$ cat src/rtl/run_controller.sv
// Purpose: sequences the CPU clock enable (o_halt) from panel run/step/breakpoint controls.
// Latency: panel inputs take 2 cycles to synchronise; the step button also waits DEBOUNCE_CYCLES.
// Backpressure: none; o_halt is a pure state decode and is the only throttle on the core.
module run_controller #(
  parameter int DEBOUNCE_CYCLES  = 50000,
  parameter int MAX_INSTR_CYCLES = 64,
  parameter int CNT_W            = 16
) (
  input  logic             i_clk,
  input  logic             i_resetn,
  input  logic             i_btnStep,
  input  logic             i_swInstrNCycle,
  input  logic             i_swStepNRun,
  input  logic             i_swEnableBreakpoint,
  input  logic             i_breakpointHitN,
  input  logic             i_ctrlInstrFinishedN,
  output logic             o_halt,
  output logic             o_breakpointEnableN,
  output logic [2:0]       o_state,
  output logic             o_stepTimeout,
  output logic [CNT_W-1:0] o_instrCount
);

  localparam int DB_W = $clog2(DEBOUNCE_CYCLES + 1);
  localparam int WD_W = $clog2(MAX_INSTR_CYCLES + 1);

  typedef enum logic [2:0] {
    ST_HALT       = 3'd0,
    ST_RUN        = 3'd1,
    ST_STEP_CYC   = 3'd2,
    ST_STEP_INSTR = 3'd3,
    ST_BP_HIT     = 3'd4,
    ST_DRAIN      = 3'd5
  } state_t;

  state_t state;
  state_t state_nxt;

  // Two-stage synchronisers; bit 1 is the usable, metastability-filtered value.
  logic [1:0] btn_sync;
  logic [1:0] instr_sync;
  logic [1:0] step_sync;
  logic [1:0] bp_sync;

  logic btn_s;
  logic instr_mode;
  logic step_mode;
  logic bp_en;

  // Debounce state
  logic [DB_W-1:0] db_cnt;
  logic            btn_level;
  logic            btn_level_q;
  logic            step_pulse;

  // Core strobes, converted to active-high for readability
  logic bp_hit;
  logic instr_fin;

  // FSM side outputs
  logic            step_accept;
  logic            wd_fire;
  logic [WD_W-1:0] wd_cnt;
  logic            bp_mask;

  assign btn_s      = btn_sync[1];
  assign instr_mode = instr_sync[1];
  assign step_mode  = step_sync[1];
  assign bp_en      = bp_sync[1];

  assign bp_hit    = ~i_breakpointHitN;
  assign instr_fin = ~i_ctrlInstrFinishedN;

  // Synchronise the four panel inputs into the core clock domain.
  always_ff @(posedge i_clk or negedge i_resetn) begin
    if (!i_resetn) begin
      btn_sync   <= 2'b00;
      instr_sync <= 2'b00;
      step_sync  <= 2'b00;
      bp_sync    <= 2'b00;
    end else begin
      btn_sync   <= {btn_sync[0],   i_btnStep};
      instr_sync <= {instr_sync[0], i_swInstrNCycle};
      step_sync  <= {step_sync[0],  i_swStepNRun};
      bp_sync    <= {bp_sync[0],    i_swEnableBreakpoint};
    end
  end

  // Debounce: the level flips only after DEBOUNCE_CYCLES consecutive samples disagree with it.
  always_ff @(posedge i_clk or negedge i_resetn) begin
    if (!i_resetn) begin
      db_cnt      <= '0;
      btn_level   <= 1'b0;
      btn_level_q <= 1'b0;
    end else begin
      btn_level_q <= btn_level;
      if (btn_s == btn_level) begin
        db_cnt <= '0;
      end else if (db_cnt == DB_W'(DEBOUNCE_CYCLES - 1)) begin
        btn_level <= btn_s;
        db_cnt    <= '0;
      end else begin
        db_cnt <= db_cnt + DB_W'(1);
      end
    end
  end

  // A held button yields a single pulse on the rising edge of the debounced level.
  assign step_pulse = btn_level & ~btn_level_q;

  // State register.
  always_ff @(posedge i_clk or negedge i_resetn) begin
    if (!i_resetn) begin
      state <= ST_HALT;
    end else begin
      state <= state_nxt;
    end
  end

  // Next-state logic; also flags accepted step pulses and watchdog expiry.
  always_comb begin
    state_nxt   = state;
    step_accept = 1'b0;
    wd_fire     = 1'b0;
    case (state)
      ST_HALT: begin
        if (!step_mode) begin
          state_nxt = ST_RUN;
        end else if (step_pulse) begin
          step_accept = 1'b1;
          state_nxt   = instr_mode ? ST_STEP_INSTR : ST_STEP_CYC;
        end
      end
      ST_RUN: begin
        // A breakpoint hit takes priority over a simultaneous switch change.
        if (bp_en && bp_hit && !bp_mask) begin
          state_nxt = ST_BP_HIT;
        end else if (step_mode) begin
          // In instruction mode let the current instruction finish before halting.
          state_nxt = instr_mode ? ST_DRAIN : ST_HALT;
        end
      end
      ST_STEP_CYC: begin
        state_nxt = ST_HALT;
      end
      ST_STEP_INSTR, ST_DRAIN: begin
        if (instr_fin) begin
          state_nxt = ST_HALT;
        end else if (wd_cnt == WD_W'(MAX_INSTR_CYCLES - 1)) begin
          // Instruction never signalled completion; give up and halt.
          state_nxt = ST_HALT;
          wd_fire   = 1'b1;
        end
      end
      ST_BP_HIT: begin
        if (step_pulse) begin
          step_accept = 1'b1;
          if (step_mode) begin
            state_nxt = instr_mode ? ST_STEP_INSTR : ST_STEP_CYC;
          end else begin
            state_nxt = ST_RUN;
          end
        end else if (!step_mode && !bp_en) begin
          state_nxt = ST_RUN;
        end
      end
      default: begin
        state_nxt = ST_HALT;
      end
    endcase
  end

  // Watchdog counts enabled cycles spent inside one instruction step or drain.
  always_ff @(posedge i_clk or negedge i_resetn) begin
    if (!i_resetn) begin
      wd_cnt <= '0;
    end else if ((state == ST_STEP_INSTR || state == ST_DRAIN) && (state_nxt == state)) begin
      wd_cnt <= wd_cnt + WD_W'(1);
    end else begin
      wd_cnt <= '0;
    end
  end

  // The breakpoint mask stops an immediate re-hit on the same PC after resuming.
  always_ff @(posedge i_clk or negedge i_resetn) begin
    if (!i_resetn) begin
      bp_mask <= 1'b0;
    end else if (state == ST_BP_HIT && state_nxt != ST_BP_HIT) begin
      bp_mask <= 1'b1;
    end else if (!o_halt && instr_fin) begin
      bp_mask <= 1'b0;
    end
  end

  // Sticky timeout flag, cleared when the operator takes the next step.
  always_ff @(posedge i_clk or negedge i_resetn) begin
    if (!i_resetn) begin
      o_stepTimeout <= 1'b0;
    end else if (wd_fire) begin
      o_stepTimeout <= 1'b1;
    end else if (step_accept) begin
      o_stepTimeout <= 1'b0;
    end
  end

  // Count instructions that retire while the core is enabled; wraps naturally.
  always_ff @(posedge i_clk or negedge i_resetn) begin
    if (!i_resetn) begin
      o_instrCount <= '0;
    end else if (!o_halt && instr_fin) begin
      o_instrCount <= o_instrCount + CNT_W'(1);
    end
  end

  assign o_halt              = (state == ST_HALT) || (state == ST_BP_HIT);
  assign o_state             = state;
  assign o_breakpointEnableN = ~bp_en;

endmodule

$ cat config.mk
export PLATFORM = sky130hd
export DESIGN_NAME = run_controller
export DESIGN_NICKNAME = d
export VERILOG_FILES = /design/src/rtl/run_controller.sv
export SDC_FILE = /design/constraint.sdc
export NUM_CORES = 1
export LEC_CHECK = 0
export BUFFER_PORTS_ARGS = -buffer_cell sky130_fd_sc_hd__buf_2
export CAP_MARGIN = 20
export CORE_MARGIN = 1.5
export CORE_UTILIZATION = 61
export DETAILED_ROUTE_END_ITERATION = 10
export GPL_ROUTABILITY_DRIVEN = 0
export PLACE_DENSITY = 0.91
export SLEW_MARGIN = 5
export SYNTH_ARGS = -nofsm -noshare
export SYNTH_HDL_FRONTEND = slang
export SYNTH_SLANG_ARGS = --single-unit
$ cat constraint.sdc
create_clock -name i_clk -period 3.5 [get_ports i_clk]
set_input_delay 0.7 -clock i_clk [delete_from_list [all_inputs] [get_ports i_clk]]
set_output_delay 0.7 -clock i_clk [all_outputs]
set_load 0.01 [all_outputs]
==> impl_results.rst, run 1 <==
.. list-table::
   :header-rows: 1

   * - Metric
     - Value
   * - Run status
     - complete, no violations
   * - Pwr dens
     - about 500 nW/µm²
   * - Post-synth top flop
     - sky130_fd_sc_hd__dfrtp_1
   * - Data arrival time of the critical path
     - around 1.5 ns
   * - Post-synthesis register bit count
     - 54
   * - Critical path type
     - flop to primary output
   * - Hold buffer count at CTS
     - 0
   * - Mean instance size in the synthesized netlist
     - between 10 and 15 µm²
   * - Pin count of the biggest net entering global routing
     - 35
   * - Clock buffer depth
     - 2
   * - Area of the die
     - between 4000 and 5000 µm²
   * - Standard-cell rows
     - 22
   * - Critical register-to-register path endpoint
     - db_cnt[14]$_DFF_PN0_
   * - Most common library cell in the layout ignoring fill and taps
     - sky130_fd_sc_hd__dfrtp_1
   * - Via count of the first global-routing pass
     - about 1600
   * - Adder and majority cell fraction of the synthesized area
     - approximately 1.6%
   * - Number of port buffers
     - 29
   * - Total global routing overflow
     - 0
   * - Sequential-to-total area share from yosys stat
     - between 50% and 60%
   * - Number of instances in the synthesized netlist
     - 205
   * - Final-report max-slew violation count
     - 0
   * - Post-route clock skew
     - 0.005135 ns
   * - Worst min-delay path category
     - flop to flop
   * - DR DRC count
     - 0
   * - Final setup violating endpoints
     - 0
   * - Number of detailed-routing iterations run before antenna repair
     - 5
   * - Synthesized area
     - approximately 2300 µm²
   * - RSZ-0062 raised after global routing
     - false
   * - Number of enable flip-flop cells after synthesis
     - 0
   * - Clock share of power
     - a little over a quarter
   * - Critical path origin
     - o_state[0]$_DFF_PN0_
   * - Internal power of the cells
     - about 900 µW
   * - Post-CTS clock slew at the launch and capture registers of the worst setup and hold paths
     - approximately 0.10 ns
   * - Synth Area in Simple Gates
     - between 10% and 20%
   * - Compound-Gate Fraction of Synth Area
     - 4.523%
   * - Synthesis Warnings
     - 0
   * - Hold Vio Cnt, Final
     - 0
   * - Detail Route Antenna Nets
     - 0
   * - Master cell of the clock root buffer
     - sky130_fd_sc_hd__clkbuf_8
   * - Hold Worst Slack
     - between 0.3 and 0.4 ns
   * - Iter 0 DRT Violations
     - between 100 and 150
   * - Worst slew pin tran
     - 0.8792 ns
   * - Total clock buffers created by CTS
     - 5
   * - Switching power share of the total
     - between 30% and 40%
   * - Worst max-slew margin expressed relative to the limit
     - ~40%
   * - Critical Path Sink
     - o_halt
   * - Worst IR Drop VDD
     - 0.3812 mV
   * - Post-CTS resize count
     - 0
   * - Sink Count
     - between 50 and 60
   * - Total of max-cap violations
     - 0
   * - Top library cells by usage in the layout, fill and taps aside
     - sky130_fd_sc_hd__dfrtp_1 (54), sky130_fd_sc_hd__xnor2_1 (29), sky130_fd_sc_hd__buf_2 (29)
   * - Share of post-route cells with drive strength above 1
     - between 10% and 20%
   * - Vias per cell
     - approximately 5.7
   * - Total number of vias
     - approximately 1600
   * - Startpoint kind of the worst setup timing path
     - flop
   * - Post-route clock period utilization
     - about three fifths
   * - Routed wire length
     - 4191 µm
   * - Clock tree from TritonCTS
     - yes
   * - Final sum of negative setup slack
     - 0 ns
   * - Antenna violations before repair
     - 0
   * - Die W
     - ~65 µm
   * - Worst-case register-to-register setup slack
     - between 1.5 and 2 ns
   * - H-Tree Depth
     - 2
   * - Clock latency on the worst-skew pair
     - 0.31 ns
   * - Die boundary height
     - about 65 µm
   * - Synth Area in XOR/XNOR
     - 13.19%
   * - Layout Area Growth over Synthesis
     - 12.55%
   * - Global-route wire length before repair
     - 7169 µm
   * - Post-synthesis mux area share
     - less than 1%
   * - Distinct cell type count of the synthesized netlist
     - 30
   * - Final net count
     - about 250
   * - R2R cell count
     - 4
   * - Reported net switching power
     - 410.7 µW
   * - Global-route usage over all layers
     - approximately 23%
   * - N_diodes
     - 0
   * - Maximum clock frequency
     - between 0.4 and 0.5 GHz
   * - Proportion of synthesized flip-flops having asynchronous set or reset
     - between 90% and 100%
   * - Fraction of power consumed by sequential logic
     - 57.1%
   * - Initial Util
     - between 60 and 70%
   * - Drt wl/cell
     - approximately 15 µm
   * - Largest driver fanout on the critical path
     - 9
   * - Min Clock Period, post-route
     - around 2.2 ns
   * - Setup fix buffers added after clock tree synthesis
     - 0
   * - Worst setup EP type
     - primary output
   * - Leakage power
     - roughly 1.2 nW
   * - Detailed-placement wirelength estimate
     - approximately 2900 µm
   * - Worst EP required
     - ~2.8 ns
   * - Top-level port count
     - 30
   * - Placeable core region
     - 3661 µm²
   * - Largest family of logic cells by synthesized area
     - simple AND/OR/NAND/NOR gates
   * - Launch point of the worst reg-to-reg path
     - db_cnt[12]$_DFF_PN0_
   * - Syn Nets
     - roughly 220
   * - Part of the power in combinational logic
     - between 15 and 20%
[Yosys cell counts, types with 2 or more instances]
master / number / area [µm²]
sky130_fd_sc_hd__ha_1: 3 / 37.54
sky130_fd_sc_hd__nor2_1: 27 / 101.4
sky130_fd_sc_hd__nor3_1: 7 / 35.03
sky130_fd_sc_hd__and3_1: 6 / 37.54
sky130_fd_sc_hd__dfrtp_1: 54 / 1351
sky130_fd_sc_hd__o21ai_0: 4 / 20.02
sky130_fd_sc_hd__nor4_1: 6 / 37.54
sky130_fd_sc_hd__nand4_1: 9 / 56.30
sky130_fd_sc_hd__nand2_1: 11 / 41.29
sky130_fd_sc_hd__xnor2_1: 29 / 254.0
sky130_fd_sc_hd__xor2_1: 6 / 52.55
sky130_fd_sc_hd__nor2b_1: 2 / 12.51
sky130_fd_sc_hd__mux2_2: 2 / 22.52
sky130_fd_sc_hd__and4_1: 3 / 26.28
sky130_fd_sc_hd__a31oi_1: 3 / 18.77
sky130_fd_sc_hd__inv_1: 6 / 22.52
sky130_fd_sc_hd__nand3_1: 14 / 70.07
[flip-flops by register name, summed over array words and instances (netlist names)]
register       count
bp_mask            1
bp_sync            2
btn_level          1
btn_level_q        1
btn_sync           2
db_cnt            16
instr_sync         2
o_instrCount      16
o_state            3
o_stepTimeout      1
step_sync          2
wd_cnt             7
[metrics by stage]
stage               setup slack (ns)  power (mW)  instances  cell area, µm²  utilization (%)
floorplan                      1.851      0.8961        205            2323                -
global placement               1.537      0.9813        281            2521            68.87
detailed placement             1.467      0.9978        281            2521            68.87
CTS                            1.337       1.346        289            2615            71.43
global route                   1.248       1.410        289            2615            71.43
finish                         1.348       1.333        289            2615            71.43
[metal layers]
metal  up-vias  share of wire [%]  track usage (%)
li1        781                  -                -
met1       798                 43            28.96
met2        51                 50            36.47
met3        12                4.5            6.597
met4         0                2.3            10.11
met5         -                  0                0
[power groups by stage]
stage,logic [mW],registers [mW],clock network [mW]
2_1_floorplan,0.128,0.768,0
3_3_place_gp,0.216,0.766,0
3_5_place_dp,0.225,0.773,0
4_1_cts,0.227,0.760,0.359
5_1_grt,0.252,0.771,0.387
6_report,0.224,0.761,0.349
[cell type report]
| cell class | count | area [µm²] |
|---|---|---|
| Clock buffer | 5 | 68.82 |
| Inverter | 6 | 22.52 |
| Clock inverter | 3 | 25.02 |
| Tap cell | 48 | 60.06 |
| Multi-Input combinational cell | 143 | 934.6 |
| Timing Repair Buffer | 30 | 152.6 |
| Sequential cell | 54 | 1351 |
| Fill cell | 251 | 1046 |
[critical path: stages (launching register included)]
cell,delay [ns]
sky130_fd_sc_hd__dfrtp_1,0.44
sky130_fd_sc_hd__nor2_1,0.47
sky130_fd_sc_hd__buf_2,0.23
[cell families (layout without fill, tap and decap cells)]
group	Yosys count	after routing
XOR/XNOR	35	35
flip-flops	54	54
multiplexers	2	2
adder cells (fa/ha/maj)	3	3
buffers and inverters	8	44
AO/OA/AOI/OAI	13	13
AND/OR/NAND/NOR	90	90
[how the worst min path moves through the flow]
stage | endpoint | startpoint | slack, ns | cells past startpoint
after CTS | btn_sync[1]$_DFF_PN0_ | btn_sync[0]$_DFF_PN0_ | 0.36 | 0
after global routing | btn_sync[1]$_DFF_PN0_ | btn_sync[0]$_DFF_PN0_ | 0.37 | 0
after floorplan | bp_sync[1]$_DFF_PN0_ | bp_sync[0]$_DFF_PN0_ | 0.33 | 0
after detailed placement | btn_sync[1]$_DFF_PN0_ | btn_sync[0]$_DFF_PN0_ | 0.33 | 0
after global placement | btn_sync[1]$_DFF_PN0_ | btn_sync[0]$_DFF_PN0_ | 0.33 | 0
final | instr_sync[1]$_DFF_PN0_ | instr_sync[0]$_DFF_PN0_ | 0.35 | 0
(Power assumes the default switching activity.)
==> run 2, diff against run 1 <==
--- a/config.mk
+++ b/config.mk
@@ -8,10 +8,10 @@
 export BUFFER_PORTS_ARGS = -buffer_cell sky130_fd_sc_hd__buf_2
 export CAP_MARGIN = 20
 export CORE_MARGIN = 1.5
-export CORE_UTILIZATION = 61
+export CORE_UTILIZATION = 51
 export DETAILED_ROUTE_END_ITERATION = 10
 export GPL_ROUTABILITY_DRIVEN = 0
-export PLACE_DENSITY = 0.91
+export PLACE_DENSITY = 0.82
 export SLEW_MARGIN = 5
 export SYNTH_ARGS = -nofsm -noshare
 export SYNTH_HDL_FRONTEND = slang
==> constraint.sdc (replaced) <==
create_clock -name i_clk -period 1.95 [get_ports i_clk]
set_input_delay 0.39 -clock i_clk [delete_from_list [all_inputs] [get_ports i_clk]]
set_output_delay 0.39 -clock i_clk [all_outputs]
set_load 0.01 [all_outputs]
==> impl_results.rst, run 2 (same netlist as run 1, synthesis figures left out) <==
.. list-table::
   :header-rows: 1

   * - Metric
     - Value
   * - Top library cells by usage in the layout, fill and taps aside
     - sky130_fd_sc_hd__dfrtp_1 (54), sky130_fd_sc_hd__xnor2_1 (29), sky130_fd_sc_hd__buf_2 (29)
   * - Hold Worst Slack
     - 0.05237 ns (-0.3026 ns)
   * - Final Cell Area
     - 2655 µm² (+1.5%)
   * - Pwr dens
     - 901.7 nW/µm² (+77%)
   * - Vias per cell
     - 5.392 (-5.1%)
   * - Clock tree from TritonCTS
     - yes
   * - Leakage power
     - 1.211 nW (+1.5%)
   * - Critical register-to-register path endpoint
     - btn_level$_DFFE_PN0P_
   * - Clock buffer depth
     - 2 (unchanged)
   * - Number of port buffers
     - 29 (unchanged)
   * - Post-route clock period utilization
     - between 80% and 90%
   * - Detail Route Antenna Nets
     - 0 (unchanged)
   * - Worst-case register-to-register setup slack
     - 0.21 ns (-1.32 ns)
   * - Antenna violations before repair
     - 0 (unchanged)
   * - Maximum clock frequency
     - 0.5734 GHz
   * - Worst IR Drop VDD
     - 0.6016 mV (+58%)
   * - Iter 0 DRT Violations
     - 97 (-18%)
   * - Global-route usage over all layers
     - 18.15% (-4.7 points)
   * - Final setup violating endpoints
     - 0 (unchanged)
   * - Worst slew pin tran
     - 0.6933 ns (-0.1859 ns)
   * - R2R cell count
     - 4 (unchanged)
   * - Worst setup EP type
     - flop
   * - Area of the die
     - 4970 µm² (+19%)
   * - Post-route clock skew
     - 0.008468 ns (+0.003333 ns)
   * - Worst min-delay path category
     - input pin to asynchronous set/reset pin
   * - Placeable core region
     - 4354 µm² (+19%)
   * - Standard-cell rows
     - 24 (+9.1%)
   * - Data arrival time of the critical path
     - 1.94 ns (+0.49 ns)
   * - Min Clock Period, post-route
     - ~1.7 ns
   * - Initial Util
     - 53.36% (-10 points)
   * - Critical path type
     - flop to flop
   * - Clock latency on the worst-skew pair
     - 0.31 ns (about the same)
   * - Layout Area Growth over Synthesis
     - 14.27%
   * - Most common library cell in the layout ignoring fill and taps
     - sky130_fd_sc_hd__dfrtp_1
   * - Total number of vias
     - 1596 (-2.8%)
   * - Die W
     - 70.50 µm (+8.9%)
   * - Final sum of negative setup slack
     - 0 ns (unchanged)
   * - Worst EP required
     - 2.15 ns (-0.65 ns)
   * - Sink Count
     - 54 (unchanged)
   * - Launch point of the worst reg-to-reg path
     - db_cnt[13]$_DFF_PN0_
   * - Final net count
     - 254 (+1.2%)
   * - Master cell of the clock root buffer
     - sky130_fd_sc_hd__clkbuf_8
   * - DR DRC count
     - 0 (unchanged)
   * - Die boundary height
     - 70.50 µm (+8.9%)
   * - Dpl cells
     - 288 (+2.5%)
   * - Global-route wire length before repair
     - 7113 µm (-0.78%)
   * - Drt wl/cell
     - 14.09 µm (-2.8%)
   * - H-Tree Depth
     - 2 (unchanged)
   * - Total global routing overflow
     - 0 (unchanged)
   * - Setup fix buffers added after clock tree synthesis
     - 0 (unchanged)
   * - Post-CTS clock slew at the launch and capture registers of the worst setup and hold paths
     - 0.09 ns (about the same)
   * - RSZ-0062 raised after global routing
     - false
   * - Total of max-cap violations
     - 0 (unchanged)
   * - Number of detailed-routing iterations run before antenna repair
     - 4 (-1)
   * - Run status
     - complete, no violations
   * - Largest driver fanout on the critical path
     - 4 (-5)
   * - Share of post-route cells with drive strength above 1
     - 20.49% (+2.2 points)
   * - Final-report max-slew violation count
     - 0 (unchanged)
   * - Detailed-placement wirelength estimate
     - 2938 µm (+1.1%)
   * - Startpoint kind of the worst setup timing path
     - flop
   * - Placed cell area
     - 2549 µm² (+1.1%)
   * - Total clock buffers created by CTS
     - 5 (unchanged)
   * - N_diodes
     - 0 (unchanged)
   * - Pin count of the biggest net entering global routing
     - 26 (-26%)
   * - Hold Vio Cnt, Final
     - 0 (unchanged)
   * - Routed wire length
     - 4171 µm (-0.48%)
   * - Worst max-slew margin expressed relative to the limit
     - 53.42% (+12 points)
   * - Top-level port count
     - 30 (unchanged)
   * - Via count of the first global-routing pass
     - 1520 (-5.2%)
   * - Biggest registers after layout
     - db_cnt x16, o_instrCount x16, wd_cnt x7
   * - Post-route non-filler standard cell count
     - 296 (+2.4%)
run 2: changes by cell type in the layout (fill, tap and decap cells not counted), sizes merged:
| cell | previous run | this run |
|---|---|---|
| inv | 7 | 6 |
| buf | 30 | 33 |
| clkbuf | 5 | 6 |
| clkinvlp | 1 | 0 |
| clkinv | 1 | 2 |
run 2: what timing repair did:
action                                  in CTS  in global routing
gates resized for setup                      0                  4
endpoints found under the setup margin       0                  6
hold buffers                                 0                  0
run 2: how the worst max path moves through the flow:
stage                              start               endpoint  slack (ns)  cells past startpoint
floorplan           db_cnt[11]$_DFF_PN0_   db_cnt[10]$_DFF_PN0_        0.30                      4
global placement    db_cnt[13]$_DFF_PN0_  btn_level$_DFFE_PN0P_        0.17                      4
detailed placement  db_cnt[13]$_DFF_PN0_  btn_level$_DFFE_PN0P_        0.14                      4
CTS                 o_state[0]$_DFF_PN0_                 o_halt        0.11                      2
global route        db_cnt[13]$_DFF_PN0_    db_cnt[4]$_DFF_PN0_        0.07                      5
finish              db_cnt[13]$_DFF_PN0_  btn_level$_DFFE_PN0P_        0.21                      4
run 2: area by class of cell:
| class | count | area [µm²] |
|---|---|---|
| tap | 52 | 65.06 |
| clock buffer | 6 | 72.57 |
| clock inverter | 2 | 13.76 |
| timing repair buffer | 33 | 175.2 |
| fill | 356 | 1699 |
| sequential | 54 | 1351 |
| inverter | 6 | 22.52 |
| multi-input combinational | 143 | 954.7 |
run 2: critical path, cell delays in order (launching register included):
cell and delay [ns]:
sky130_fd_sc_hd__dfrtp_1 0.43, sky130_fd_sc_hd__nor4_2 0.31, sky130_fd_sc_hd__nand3_1 0.20, sky130_fd_sc_hd__nor4_2 0.33, sky130_fd_sc_hd__mux2_2 0.37
run 2: report_power, final:
part	switching, mW	internal [mW]
Clock	0.357	0.254
Sequential	0.139	1.22
Combinational	0.238	0.185
run 2: stage by stage:
| step | setup WS, ns | utilization (%) | power, mW |
|---|---|---|---|
| floorplan | 0.3012 | - | 1.608 |
| global placement | 0.1719 | 58.53 | 1.775 |
| detailed placement | 0.1386 | 58.53 | 1.800 |
| CTS | 0.1143 | 60.52 | 2.403 |
| global route | 0.06893 | 60.98 | 2.526 |
| finish | 0.2060 | 60.98 | 2.394 |
run 2: routing by layer:
| metal | track usage [%] | vias up | wire length (µm) |
|---|---|---|---|
| met5 | 0 | - | 0 |
| met4 | 6.410 | 0 | 67 |
| met2 | 28.09 | 30 | 1999 |
| li1 | - | 787 | - |
| met3 | 4.185 | 5 | 137 |
| met1 | 25.17 | 774 | 1966 |
==> run 3, diff against run 2 <==
--- a/config.mk
+++ b/config.mk
@@ -8,10 +8,11 @@
 export BUFFER_PORTS_ARGS = -buffer_cell sky130_fd_sc_hd__buf_2
 export CAP_MARGIN = 20
 export CORE_MARGIN = 1.5
-export CORE_UTILIZATION = 51
+export CORE_UTILIZATION = 64
+export CTS_BUF_LIST = sky130_fd_sc_hd__clkbuf_4 sky130_fd_sc_hd__clkbuf_8
 export DETAILED_ROUTE_END_ITERATION = 10
 export GPL_ROUTABILITY_DRIVEN = 0
-export PLACE_DENSITY = 0.82
+export PLACE_DENSITY = 0.94
 export SLEW_MARGIN = 5
 export SYNTH_ARGS = -nofsm -noshare
 export SYNTH_HDL_FRONTEND = slang
==> constraint.sdc (replaced) <==
create_clock -name i_clk -period 2.1 [get_ports i_clk]
set_input_delay 0.42 -clock i_clk [delete_from_list [all_inputs] [get_ports i_clk]]
set_output_delay 0.42 -clock i_clk [all_outputs]
set_load 0.01 [all_outputs]
==> impl_results.rst, run 3 (same netlist as run 1, synthesis figures left out) <==
.. list-table::
   :header-rows: 1

   * - Metric
     - Value
   * - Run status
     - complete, no violations
   * - Placeable core region
     - 3416 µm² (-22%)
   * - Hold Vio Cnt, Final
     - 0 (unchanged)
   * - Global-route track usage on met1
     - 30.97% (+5.8 points)
   * - Critical path type
     - flop to primary output
   * - Detailed-placement wirelength estimate
     - 3100 µm (+5.5%)
   * - Number of fillers in the final layout
     - 233 (-35%)
   * - Master cell of the clock root buffer
     - sky130_fd_sc_hd__clkbuf_4
   * - Area of the die
     - 4001 µm² (-19%)
   * - Worst EP required
     - 1.68 ns (-0.47 ns)
   * - Sink Count
     - 54 (unchanged)
   * - Share of post-route cells with drive strength above 1
     - 19.26% (-1.2 points)
   * - Top-level port count
     - 30 (unchanged)
   * - Detail Route Antenna Nets
     - 0 (unchanged)
   * - Total global routing overflow
     - 0 (unchanged)
   * - Routed wire length
     - 4321 µm (+3.6%)
   * - Total number of vias
     - 1684 (+5.5%)
   * - Worst slew pin tran
     - 0.8047 ns (+0.1114 ns)
   * - Total of max-cap violations
     - 0 (unchanged)
   * - Biggest registers after layout
     - db_cnt x16, o_instrCount x16, wd_cnt x7
   * - Leakage power
     - 1.195 nW (-1.3%)
   * - Worst IR Drop VDD
     - 0.5737 mV (-4.6%)
   * - Number of detailed-routing iterations run before antenna repair
     - 4 (unchanged)
   * - Number of port buffers
     - 29 (unchanged)
   * - Final Cell Area
     - 2600 µm² (-2.1%)
   * - Layout Area Growth over Synthesis
     - 11.90%
   * - Final sum of negative setup slack
     - 0 ns (unchanged)
   * - Clock buffer depth
     - 2 (unchanged)
   * - Clock latency on the worst-skew pair
     - 0.37 ns (+0.06 ns)
   * - Final-report max-slew violation count
     - 0 (unchanged)
   * - Most common library cell in the layout ignoring fill and taps
     - sky130_fd_sc_hd__dfrtp_1
   * - Final setup violating endpoints
     - 0 (unchanged)
   * - Worst setup EP type
     - primary output
   * - Final setup slack of the worst path
     - 0.1979 ns (-0.008079 ns)
   * - DR DRC count
     - 0 (unchanged)
   * - Worst min-delay path category
     - input pin to asynchronous set/reset pin
   * - Post-route clock skew
     - 0.009322 ns (+0.0008535 ns)
   * - Data arrival time of the critical path
     - 1.48 ns (-0.46 ns)
   * - Post-CTS clock slew at the launch and capture registers of the worst setup and hold paths
     - 0.15 ns (+0.06 ns)
   * - Total clock buffers created by CTS
     - 5 (unchanged)
   * - Most heavily used metal layer in global routing
     - met2
   * - N_diodes
     - 0 (unchanged)
   * - Global-route wire length before repair
     - 7555 µm (+6.2%)
   * - Share of the core filled with cells in the final layout
     - 76.12% (+15 points)
   * - Startpoint kind of the worst setup timing path
     - flop
   * - Post-route clock period utilization
     - about nine tenths
   * - Clock tree from TritonCTS
     - yes
   * - GR met3 Demand/Resource
     - 3.393% (-0.79 points)
   * - Post-placement worst setup slack
     - 0.3292 ns (+0.1906 ns)
   * - RSZ-0062 raised after global routing
     - false
   * - R2R cell count
     - 5 (+1)
   * - Setup fix buffers added after clock tree synthesis
     - 0 (unchanged)
   * - Hold buffer count at CTS
     - 0 (unchanged)
   * - Die W
     - 63.26 µm (-10%)
   * - Drt wl/cell
     - 14.90 µm (+5.7%)
   * - Pin count of the biggest net entering global routing
     - 28 (+7.7%)
   * - Die boundary height
     - 63.26 µm (-10%)
   * - Min Clock Period, post-route
     - 1.902 ns
   * - Global Route met2 Usage
     - 41.22% (+13 points)
   * - Pwr dens
     - 808.9 nW/µm² (-10%)
   * - H-Tree Depth
     - 2 (unchanged)
   * - Iter 0 DRT Violations
     - 76 (-22%)
   * - Initial Util
     - 68.02% (+15 points)
   * - Global-route usage over all layers
     - 24.41% (+6.3 points)
   * - Top library cells by usage in the layout, fill and taps aside
     - sky130_fd_sc_hd__dfrtp_1 (54), sky130_fd_sc_hd__xnor2_1 (29), sky130_fd_sc_hd__buf_2 (29)
   * - Antenna violations before repair
     - 0 (unchanged)
   * - Standard-cell rows
     - 21 (-13%)
   * - Final net count
     - 254 (unchanged)
   * - Vias per cell
     - 5.807 (+7.7%)
   * - Post-CTS resize count
     - 0 (unchanged)
   * - Largest driver fanout on the critical path
     - 9 (+5)
   * - Worst max-slew margin expressed relative to the limit
     - 45.94% (-7.5 points)
   * - Placed cell area
     - 2541 µm² (-0.29%)
   * - Maximum clock frequency
     - roughly 0.53 GHz
   * - Via count of the first global-routing pass
     - 1653 (+8.8%)
==> run 3: changes by cell type in the layout (fill, tap and decap cells not counted), moves of 2 or more <==
cell and delta:
sky130_fd_sc_hd__clkbuf_4 +5, sky130_fd_sc_hd__clkbuf_8 -5, sky130_fd_sc_hd__nor4_1 +2, sky130_fd_sc_hd__nor4_2 -2
==> run 3: stage by stage <==
stage               total power, mW  hold WS [ns]  cells
global placement              1.644        0.3328    282
finish                        2.103       0.01548    290
CTS                           2.120       0.03166    290
global route                  2.215       0.05685    290
detailed placement            1.675        0.3379    282
floorplan                     1.494        0.1244    205
==> run 3: final cells by class <==
type | count | area, µm² | area share [%]
Timing Repair Buffer | 33 | 175.2 | 6.737
Tap cell | 46 | 57.56 | 2.214
Multi-Input combinational cell | 143 | 934.6 | 35.95
Inverter | 6 | 22.52 | 0.8662
Clock inverter | 3 | 21.27 | 0.8181
Clock buffer | 5 | 37.54 | 1.444
Sequential cell | 54 | 1351 | 51.97
==> run 3: path summary, 6_finish.rpt <==
| path | startpoint | to | slack, ns |
|---|---|---|---|
| worst max-delay path | o_state[0]$_DFF_PN0_ | o_halt | 0.20 |
| worst min-delay path | i_resetn | o_state[0]$_DFF_PN0_ | 0.02 |
| worst max register to register | o_instrCount[0]$_DFFE_PN0P_ | o_instrCount[6]$_DFFE_PN0P_ | 0.31 |
| worst min register to register | bp_sync[0]$_DFF_PN0_ | bp_sync[1]$_DFF_PN0_ | 0.36 |
| max in group asynchronous | i_resetn | db_cnt[12]$_DFF_PN0_ | 1.41 |
| min in group i_clk | i_btnStep | btn_sync[0]$_DFF_PN0_ | 0.14 |
==> run 3: worst max-delay path, stage by stage, from the launching register on <==
cell	delay, ns
sky130_fd_sc_hd__dfrtp_1	0.45
sky130_fd_sc_hd__nor2_1	0.42
sky130_fd_sc_hd__buf_2	0.23
==> run 3: per-layer routing <==
layer,up-vias,wire length [µm]
li1,791,-
met1,848,1906
met2,35,2176
met3,10,140
met4,0,98
met5,-,0
==> run 3: where the power goes <==
part           total (mW)  internal, mW  switching (mW)
Clock               0.451         0.131           0.320
Combinational       0.386         0.171           0.216
Sequential           1.27          1.13           0.134
